$ cat config.mk
export PLATFORM = sky130hd
export DESIGN_NAME = hvac_relay_ctrl
export DESIGN_NICKNAME = d
export VERILOG_FILES = /design/src/rtl/hvac_pkg.sv /design/src/rtl/tick_timer.sv /design/src/rtl/hvac_relay_ctrl.sv
export SDC_FILE = /design/constraint.sdc
export NUM_CORES = 1
export LEC_CHECK = 0
export CAP_MARGIN = 20
export CORE_MARGIN = 2
export CORE_UTILIZATION = 35
export CTS_CLUSTER_DIAMETER = 100
export DETAILED_ROUTE_END_ITERATION = 6
export GPL_TIMING_DRIVEN = 0
export PLACE_DENSITY_LB_ADDON = 0.08
export SYNTH_ARGS = -nofsm -noshare
export SYNTH_HDL_FRONTEND = slang
export SYNTH_SLANG_ARGS = --single-unit
$ cat constraint.sdc
create_clock -name clk -period 2 [get_ports clk]
set_input_delay 0.5 -clock clk [delete_from_list [all_inputs] [get_ports clk]]
set_output_delay 0.5 -clock clk [all_outputs]
set_load 0.1 [all_outputs]
$ cat src/rtl/hvac_pkg.sv
// ---------------------------------------------------------------------------
// hvac_pkg : shared state encoding and default timing constants for the
//            HVAC relay sequencer.
// Revision : 1.0
// ---------------------------------------------------------------------------
`default_nettype none

package hvac_pkg;

  typedef enum logic [1:0] {
    IDLE = 2'b00,
    HEAT = 2'b01,
    COOL = 2'b10
  } hvac_state_e;

  localparam int DEF_CNT_W   = 8;
  localparam int DEF_MIN_ON  = 30;
  localparam int DEF_MIN_OFF = 60;

endpackage

`default_nettype wire

$ cat src/rtl/tick_timer.sv
// ---------------------------------------------------------------------------
// tick_timer : saturating tick counter; clear has priority over enable.
// Revision   : 1.0
// ---------------------------------------------------------------------------
`default_nettype none

module tick_timer #(
  parameter int CNT_W = 8
) (
  input  logic             clk,
  input  logic             rst_n,
  input  logic             clr_i,
  input  logic             en_i,
  output logic [CNT_W-1:0] count_o
);

  localparam logic [CNT_W-1:0] C_MAX = '1;

  logic [CNT_W-1:0] count_q;
  logic [CNT_W-1:0] count_d;

  always_comb begin
    count_d = count_q;
    if (clr_i) begin
      count_d = '0;
    end else if (en_i && (count_q != C_MAX)) begin
      count_d = count_q + 1'b1;
    end
  end

  always_ff @(posedge clk or negedge rst_n) begin
    if (!rst_n) begin
      count_q <= '0;
    end else begin
      count_q <= count_d;
    end
  end

  assign count_o = count_q;

endmodule

`default_nettype wire

$ cat src/rtl/hvac_relay_ctrl.sv
// ---------------------------------------------------------------------------
// hvac_relay_ctrl : heater/cooler relay sequencer enforcing minimum on-time,
//                   minimum off-time and mutual exclusion.
// Revision        : 1.0
// ---------------------------------------------------------------------------
`default_nettype none

module hvac_relay_ctrl
  import hvac_pkg::*;
#(
  parameter int CNT_W   = DEF_CNT_W,
  parameter int MIN_ON  = DEF_MIN_ON,
  parameter int MIN_OFF = DEF_MIN_OFF
) (
  input  logic       clk,
  input  logic       rst_n,
  input  logic       tick,
  input  logic       Hon,
  input  logic       Con,
  output logic       heat_out,
  output logic       cool_out,
  output logic       fault,
  output logic [1:0] state
);

  localparam logic [CNT_W-1:0] C_MIN_ON  = CNT_W'(MIN_ON);
  localparam logic [CNT_W-1:0] C_MIN_OFF = CNT_W'(MIN_OFF);

  hvac_state_e      state_q;
  hvac_state_e      state_d;
  logic             fault_q;
  logic [CNT_W-1:0] timer_q;
  logic             heat_dem;
  logic             cool_dem;
  logic             state_chg;

  // Simultaneous demands cancel out rather than picking a winner.
  assign heat_dem  = Hon & ~Con;
  assign cool_dem  = Con & ~Hon;
  assign state_chg = (state_d != state_q);

  always_comb begin
    state_d = state_q;
    case (state_q)
      IDLE: begin
        if (heat_dem && (timer_q >= C_MIN_OFF)) begin
          state_d = HEAT;
        end else if (cool_dem && (timer_q >= C_MIN_OFF)) begin
          state_d = COOL;
        end
      end
      HEAT: begin
        if (!heat_dem && (timer_q >= C_MIN_ON)) begin
          state_d = IDLE;
        end
      end
      COOL: begin
        if (!cool_dem && (timer_q >= C_MIN_ON)) begin
          state_d = IDLE;
        end
      end
      default: state_d = IDLE;
    endcase
  end

  always_ff @(posedge clk or negedge rst_n) begin
    if (!rst_n) begin
      state_q <= IDLE;
      fault_q <= 1'b0;
    end else begin
      state_q <= state_d;
      fault_q <= Hon & Con;
    end
  end

  // Timer restarts on every state change so each dwell is measured afresh.
  tick_timer #(
    .CNT_W (CNT_W)
  ) u_tick_timer (
    .clk     (clk),
    .rst_n   (rst_n),
    .clr_i   (state_chg),
    .en_i    (tick),
    .count_o (timer_q)
  );

  assign heat_out = (state_q == HEAT);
  assign cool_out = (state_q == COOL);
  assign fault    = fault_q;
  assign state    = state_q;

endmodule

`default_nettype wire

# ---- Word-level counts from Yosys, hierarchy flattened
# Cells that the tools add are included.
dict set report classes {
  n_eq_ne 4
  bitwise_logic 5
  reduce_logical 9
  magnitude_cmp 2
  mux 7
  addsub 1
}
# operator count
set ops {}
lappend ops {{2-to-1 mux 8 bit} 2}
lappend ops {{adder 8 x 1 -> 8 bit, second input constant} 1}
lappend ops {{>= comparator 8 x 5 -> 1 bit, second input constant} 1}
lappend ops {{>= comparator 8 x 6 -> 1 bit, second input constant} 1}
lappend ops {{2-to-1 mux 2 bit} 4}
lappend ops {{!= test 8 bit, second input constant} 1}
lappend ops {{case mux 2 bit (3 select lines)} 1}
lappend ops {{logical AND 1 bit} 5}
lappend ops {{bitwise AND 1 bit} 3}
lappend ops {{equality test 2 x 1 -> 1 bit, second input constant} 1}
lappend ops {{equality test 2 bit, second input constant} 1}
lappend ops {{zero test 1 bit} 2}
lappend ops {{zero test 2 bit} 1}
lappend ops {{!= test 2 bit} 1}
lappend ops {{NOT 1 bit} 2}
lappend ops {{nonzero test 2 bit} 1}
dict set report totals {
  regBits 11
  word_cells 31
}

# ---- Longest topological paths before layout
dict set report logic_depth {
  ltp_word 8
  mapped_depth 5
}

# ---- Modules after synthesis
# From an unflattened synthesis, not the netlist that was laid out.
dict set report unflattened {
  hier_cells 79
  area_unflattened_um2 709.4
}
# mod seq_area_each_um2 cells_each instances area_each_um2
set modules_own_cells {}
lappend modules_own_cells {tick_timer 200.2 49 1 464.2}
lappend modules_own_cells {hvac_relay_ctrl 75.1 30 1 245.2}

# ---- Worst setup path before layout
# OpenSTA, ideal clock, no wires.
dict set report synth_path {
  kind {register to output}
  startpoint {register state_q[1], in the netlist state[1]}
  endpoint {output port cool_out}
  arrival_ns 2.504
  required_ns 1.500
  setup_slack_ns -1.004
  path_buffers 0
  path_stages_with_launch 3
  cell_sequence {dfrtp_1 > inv_1 > nor2_1}
}
dict set report synth_via {
  elab_chain_len 1
}
# element line_no
set synth_rtl {}
lappend synth_rtl {{start, declared} hvac_relay_ctrl.sv:29} ;# hvac_state_e state_q;
lappend synth_rtl {{start signal, assigned} hvac_relay_ctrl.sv:71} ;# state_q <= state_d;
lappend synth_rtl {{equality test 2 bit} hvac_relay_ctrl.sv:88} ;# assign cool_out = (state_q == COOL);
lappend synth_rtl {{end, declared} hvac_relay_ctrl.sv:21} ;# output logic cool_out,
# Every way passes these cells.

# ---- Worst setup path after layout
dict set report layout_path {
  startpoint {register fault_q, in the netlist fault}
  endpoint {output port fault}
}
# element line_no
set layout_rtl {}
lappend layout_rtl {{start, declared} hvac_relay_ctrl.sv:31} ;# logic fault_q;
lappend layout_rtl {{start signal, assigned} hvac_relay_ctrl.sv:72} ;# fault_q <= Hon & Con;
lappend layout_rtl {{end, declared} hvac_relay_ctrl.sv:22} ;# output logic fault,
# No word-level cell between the ends.

==> impl_metrics.csv <==
group,metric,value,unit
outcome,outcome,"finished, final reports clean",
synth,syn_nets,75,
detailed_routing,wl_per_cell,13.6,um
critical_path,startpoint,"fault",
detailed_routing,vias,578,
finish,final_cell_area,843,sq um
synth,ys.flop_type,"dfrtp_1",
synth,synth.distinct_cells,32,
power_and_ir_drop,ir_worst_vdd,0.000701,V
global_routing,grt_usage,14.8,%
power_and_ir_drop,power_density,1190,mW/mm^2
placement,post-place-ws,-0.288,ns
detailed_routing,drt_iter0_markers,13,
clocking,cts_tree,"yes",
critical_path,critPathBufInv,1,
critical_path,reg2regPathDepth,5,
floorplan,die-area,0.00229,sq mm
critical_path,required,1.50,ns
critical_path,critical_path.max_stage_delay,0.84,ns
power_and_ir_drop,power.share.combinational,46.0,%
critical_path,slowest_stage,"dlygate4sd2_1",
timing,rsz0062_at_grt,"false",
critical_path,crit_end,"fault",
critical_path,cp_top_family,"buffers and inverters",
floorplan,fp.dieH,47.9,um
finish,syn2layout_area_growth,25.3,%
synth,postSynthAreaPerCell,9.90,sq um
floorplan,start_util,38.2,%
clocking,cts_root_buf,"clkbuf_4",
floorplan,core_area,0.00176,sq mm
timing,max_freq,518,MHz
clocking,htreeDepth,1,
power_and_ir_drop,switching_power,477,uW
finish,instances_no_fill,106,
synth,syn_inst,68,
clocking,cts_buffer_depth,2,
synth,synth_seq_area_share,40.9,%
global_routing,grt_max_degree,12,
power_and_ir_drop,clkPwrFrac,14.9,%
finish,antenna_cells,0,
floorplan,pin_count,10,
synth,synth_area,673,sq um
timing,hold_viol,0,
detailed_routing,totalWireLength,1.45,mm
timing,fin_crit,1.93,ns
timing,fin_ws,0.0696,ns
floorplan,dieWidth,47.9,um
global_routing,grt_pass1_vias,481,
detailed_routing,vias_per_cell,5.45,
finish,layout.nets,89,
critical_path,cp-end-kind,"primary output",
min_path,hp-class,"register to register",
floorplan,std_cell_rows,15,
timing,maxSlewViolCount,0,
power_and_ir_drop,p_int,525,uW
critical_path,worstSetupPathType,"register to primary output",
power_and_ir_drop,power.leakage,0.340,nW
critical_path,reg2reg_slack,0.26,ns
synth,ys_warn_count,0,
critical_path,crit_fanout,1,
synth,synth_top_area_cell,"dfrtp_1",
timing,setup_viol,0,
timing,skew,0.00390,ns
critical_path,reg2reg_to,"u_tick_timer.count_o[5]",
synth,synth-seq-cells,11,
critical_path,cp.arrival,1.43,ns
placement,gp_congestion,0.726,
power_and_ir_drop,seq_power_share,39.2,%
synth,synthArstFlopShare,100,%
placement,placed_area,812,sq um
timing,period_share,96.5,%
timing,relSlewSlack,37.2,%
critical_path,worstPathCellList,"dlygate4sd2_1",
critical_path,reg2reg_from,"u_tick_timer.count_o[1]",
placement,post-place-cells,102,
clocking,clkTransAtPathRegs,0.07,ns
synth,synth_most_common_cell,"dfrtp_1",
placement,dpl.hpwl,1.01,mm
clocking,cts_inserted_buffers,3,
synth,yosys-top-cells-area,"dfrtp_1, nor3_1, xnor2_1",
synth,yosysTopAreaCellShare,40.9,%
synth,synth_commonest_cells,"dfrtp_1, nor3_1, nand2_1",
global_routing,grt_pass1_wl,2.32,mm
detailed_routing,detail-route-antenna-nets,0,
critical_path,crit_path_start_kind,"register",
flow_run,drv_cap,0,
global_routing,globalRouteOverflowTotal,0,
timing,whs,0.553,ns
power_and_ir_drop,switching_share,47.6,%
critical_path,path_depth,1,
finish,layout-drive-gt1-share,23.5,%
global_routing,antenna_found_initial,0,
timing,tns,0,ns
placement,numPortBuffers,9,
detailed_routing,dr.pass1.iters,4,
clocking,insertion_delay,0.27,ns
synth,synth-edff-count,0,
clocking,clock-sinks,11,
detailed_routing,drc,0,
timing,tightest_slew,0.946,ns
## metal layers
metal | GRT usage, % | share of wire, % | up-vias
li1 | - | - | 280
met3 | 5.66 | 4.4 | 2
met1 | 20.5 | 48 | 283
met2 | 21.9 | 46 | 13
met4 | 3.24 | 1.0 | 0
met5 | 0 | 0 | -
## state kept, by name, indices dropped and copies added, names as in the netlist
register              cells
fault                     1
state                     2
u_tick_timer.count_o      8
## area by class of cell
cell class	instances	area, sq um
clock buffers	4	26.3
repair buffers	9	87.6
well taps	25	31.3
fillers	188	921
flip-flops and latches	11	278
multi-input cells	54	409
inverters	3	11.3
## power groups by stage
stage               sequential (mW)  clock [mW]  combinational, mW
CTS                           0.391       0.155              0.460
global placement              0.396           0              0.450
detailed placement            0.394           0              0.462
floorplan                     0.442           0              0.298
finish                        0.392       0.149              0.460
global route                  0.403       0.163              0.505
## cell families (layout without fill, tap and decap cells)
| family | after synthesis | after routing | synth area share [%] |
|---|---|---|---|
| xor gates and xnor gates | 4 | 4 | 5.21 |
| adders and majority gates | 2 | 2 | 3.72 |
| DFF | 11 | 11 | 40.9 |
| and+or+nand+nor | 30 | 30 | 27.0 |
| buffers and inverters | 3 | 16 | 1.67 |
| AOI/OAI and AO/OA | 16 | 16 | 18.6 |
| muxes | 2 | 2 | 2.97 |
## how the worst min path moves through the flow
stage               startpoint  endpoint  cells after the start
finish                state[0]  state[1]                      1
global route          state[0]  state[1]                      1
CTS                   state[1]  state[0]                      1
detailed placement    state[1]  state[0]                      1
global placement      state[0]  state[1]                      1
floorplan                rst_n     fault                      0
## through the flow
step | power [mW] | utilization, %
floorplan | 0.740 | -
global placement | 0.846 | 46.0
finish | 1.00 | 47.8
detailed placement | 0.856 | 46.0
global route | 1.07 | 47.8
CTS | 1.01 | 47.7
## layout by cell type (no fill, tap or decap), types with 2 or more instances in the layout
| cell | instances |
|---|---|
| ha_1 | 2 |
| nand2_1 | 5 |
| mux2i_1 | 2 |
| nor3_1 | 7 |
| nand3_1 | 3 |
| o21ai_0 | 3 |
| xnor2_1 | 3 |
| clkdlybuf4s50_1 | 4 |
| a21oi_1 | 2 |
| clkbuf_4 | 3 |
| dfrtp_2 | 2 |
| o21a_1 | 2 |
| inv_1 | 3 |
| nor2b_1 | 2 |
| dfrtp_1 | 9 |
| clkdlybuf4s15_2 | 3 |
| a31oi_1 | 2 |
## what timing repair did
item | 4_1_cts | 5_1_grt
gates resized for setup | 14 | 2
endpoints found under the setup margin | 5 | 6
hold buffers | 0 | 0
setup buffers | 0 | 0
Note: power is estimated with default switching activity, not from simulation.
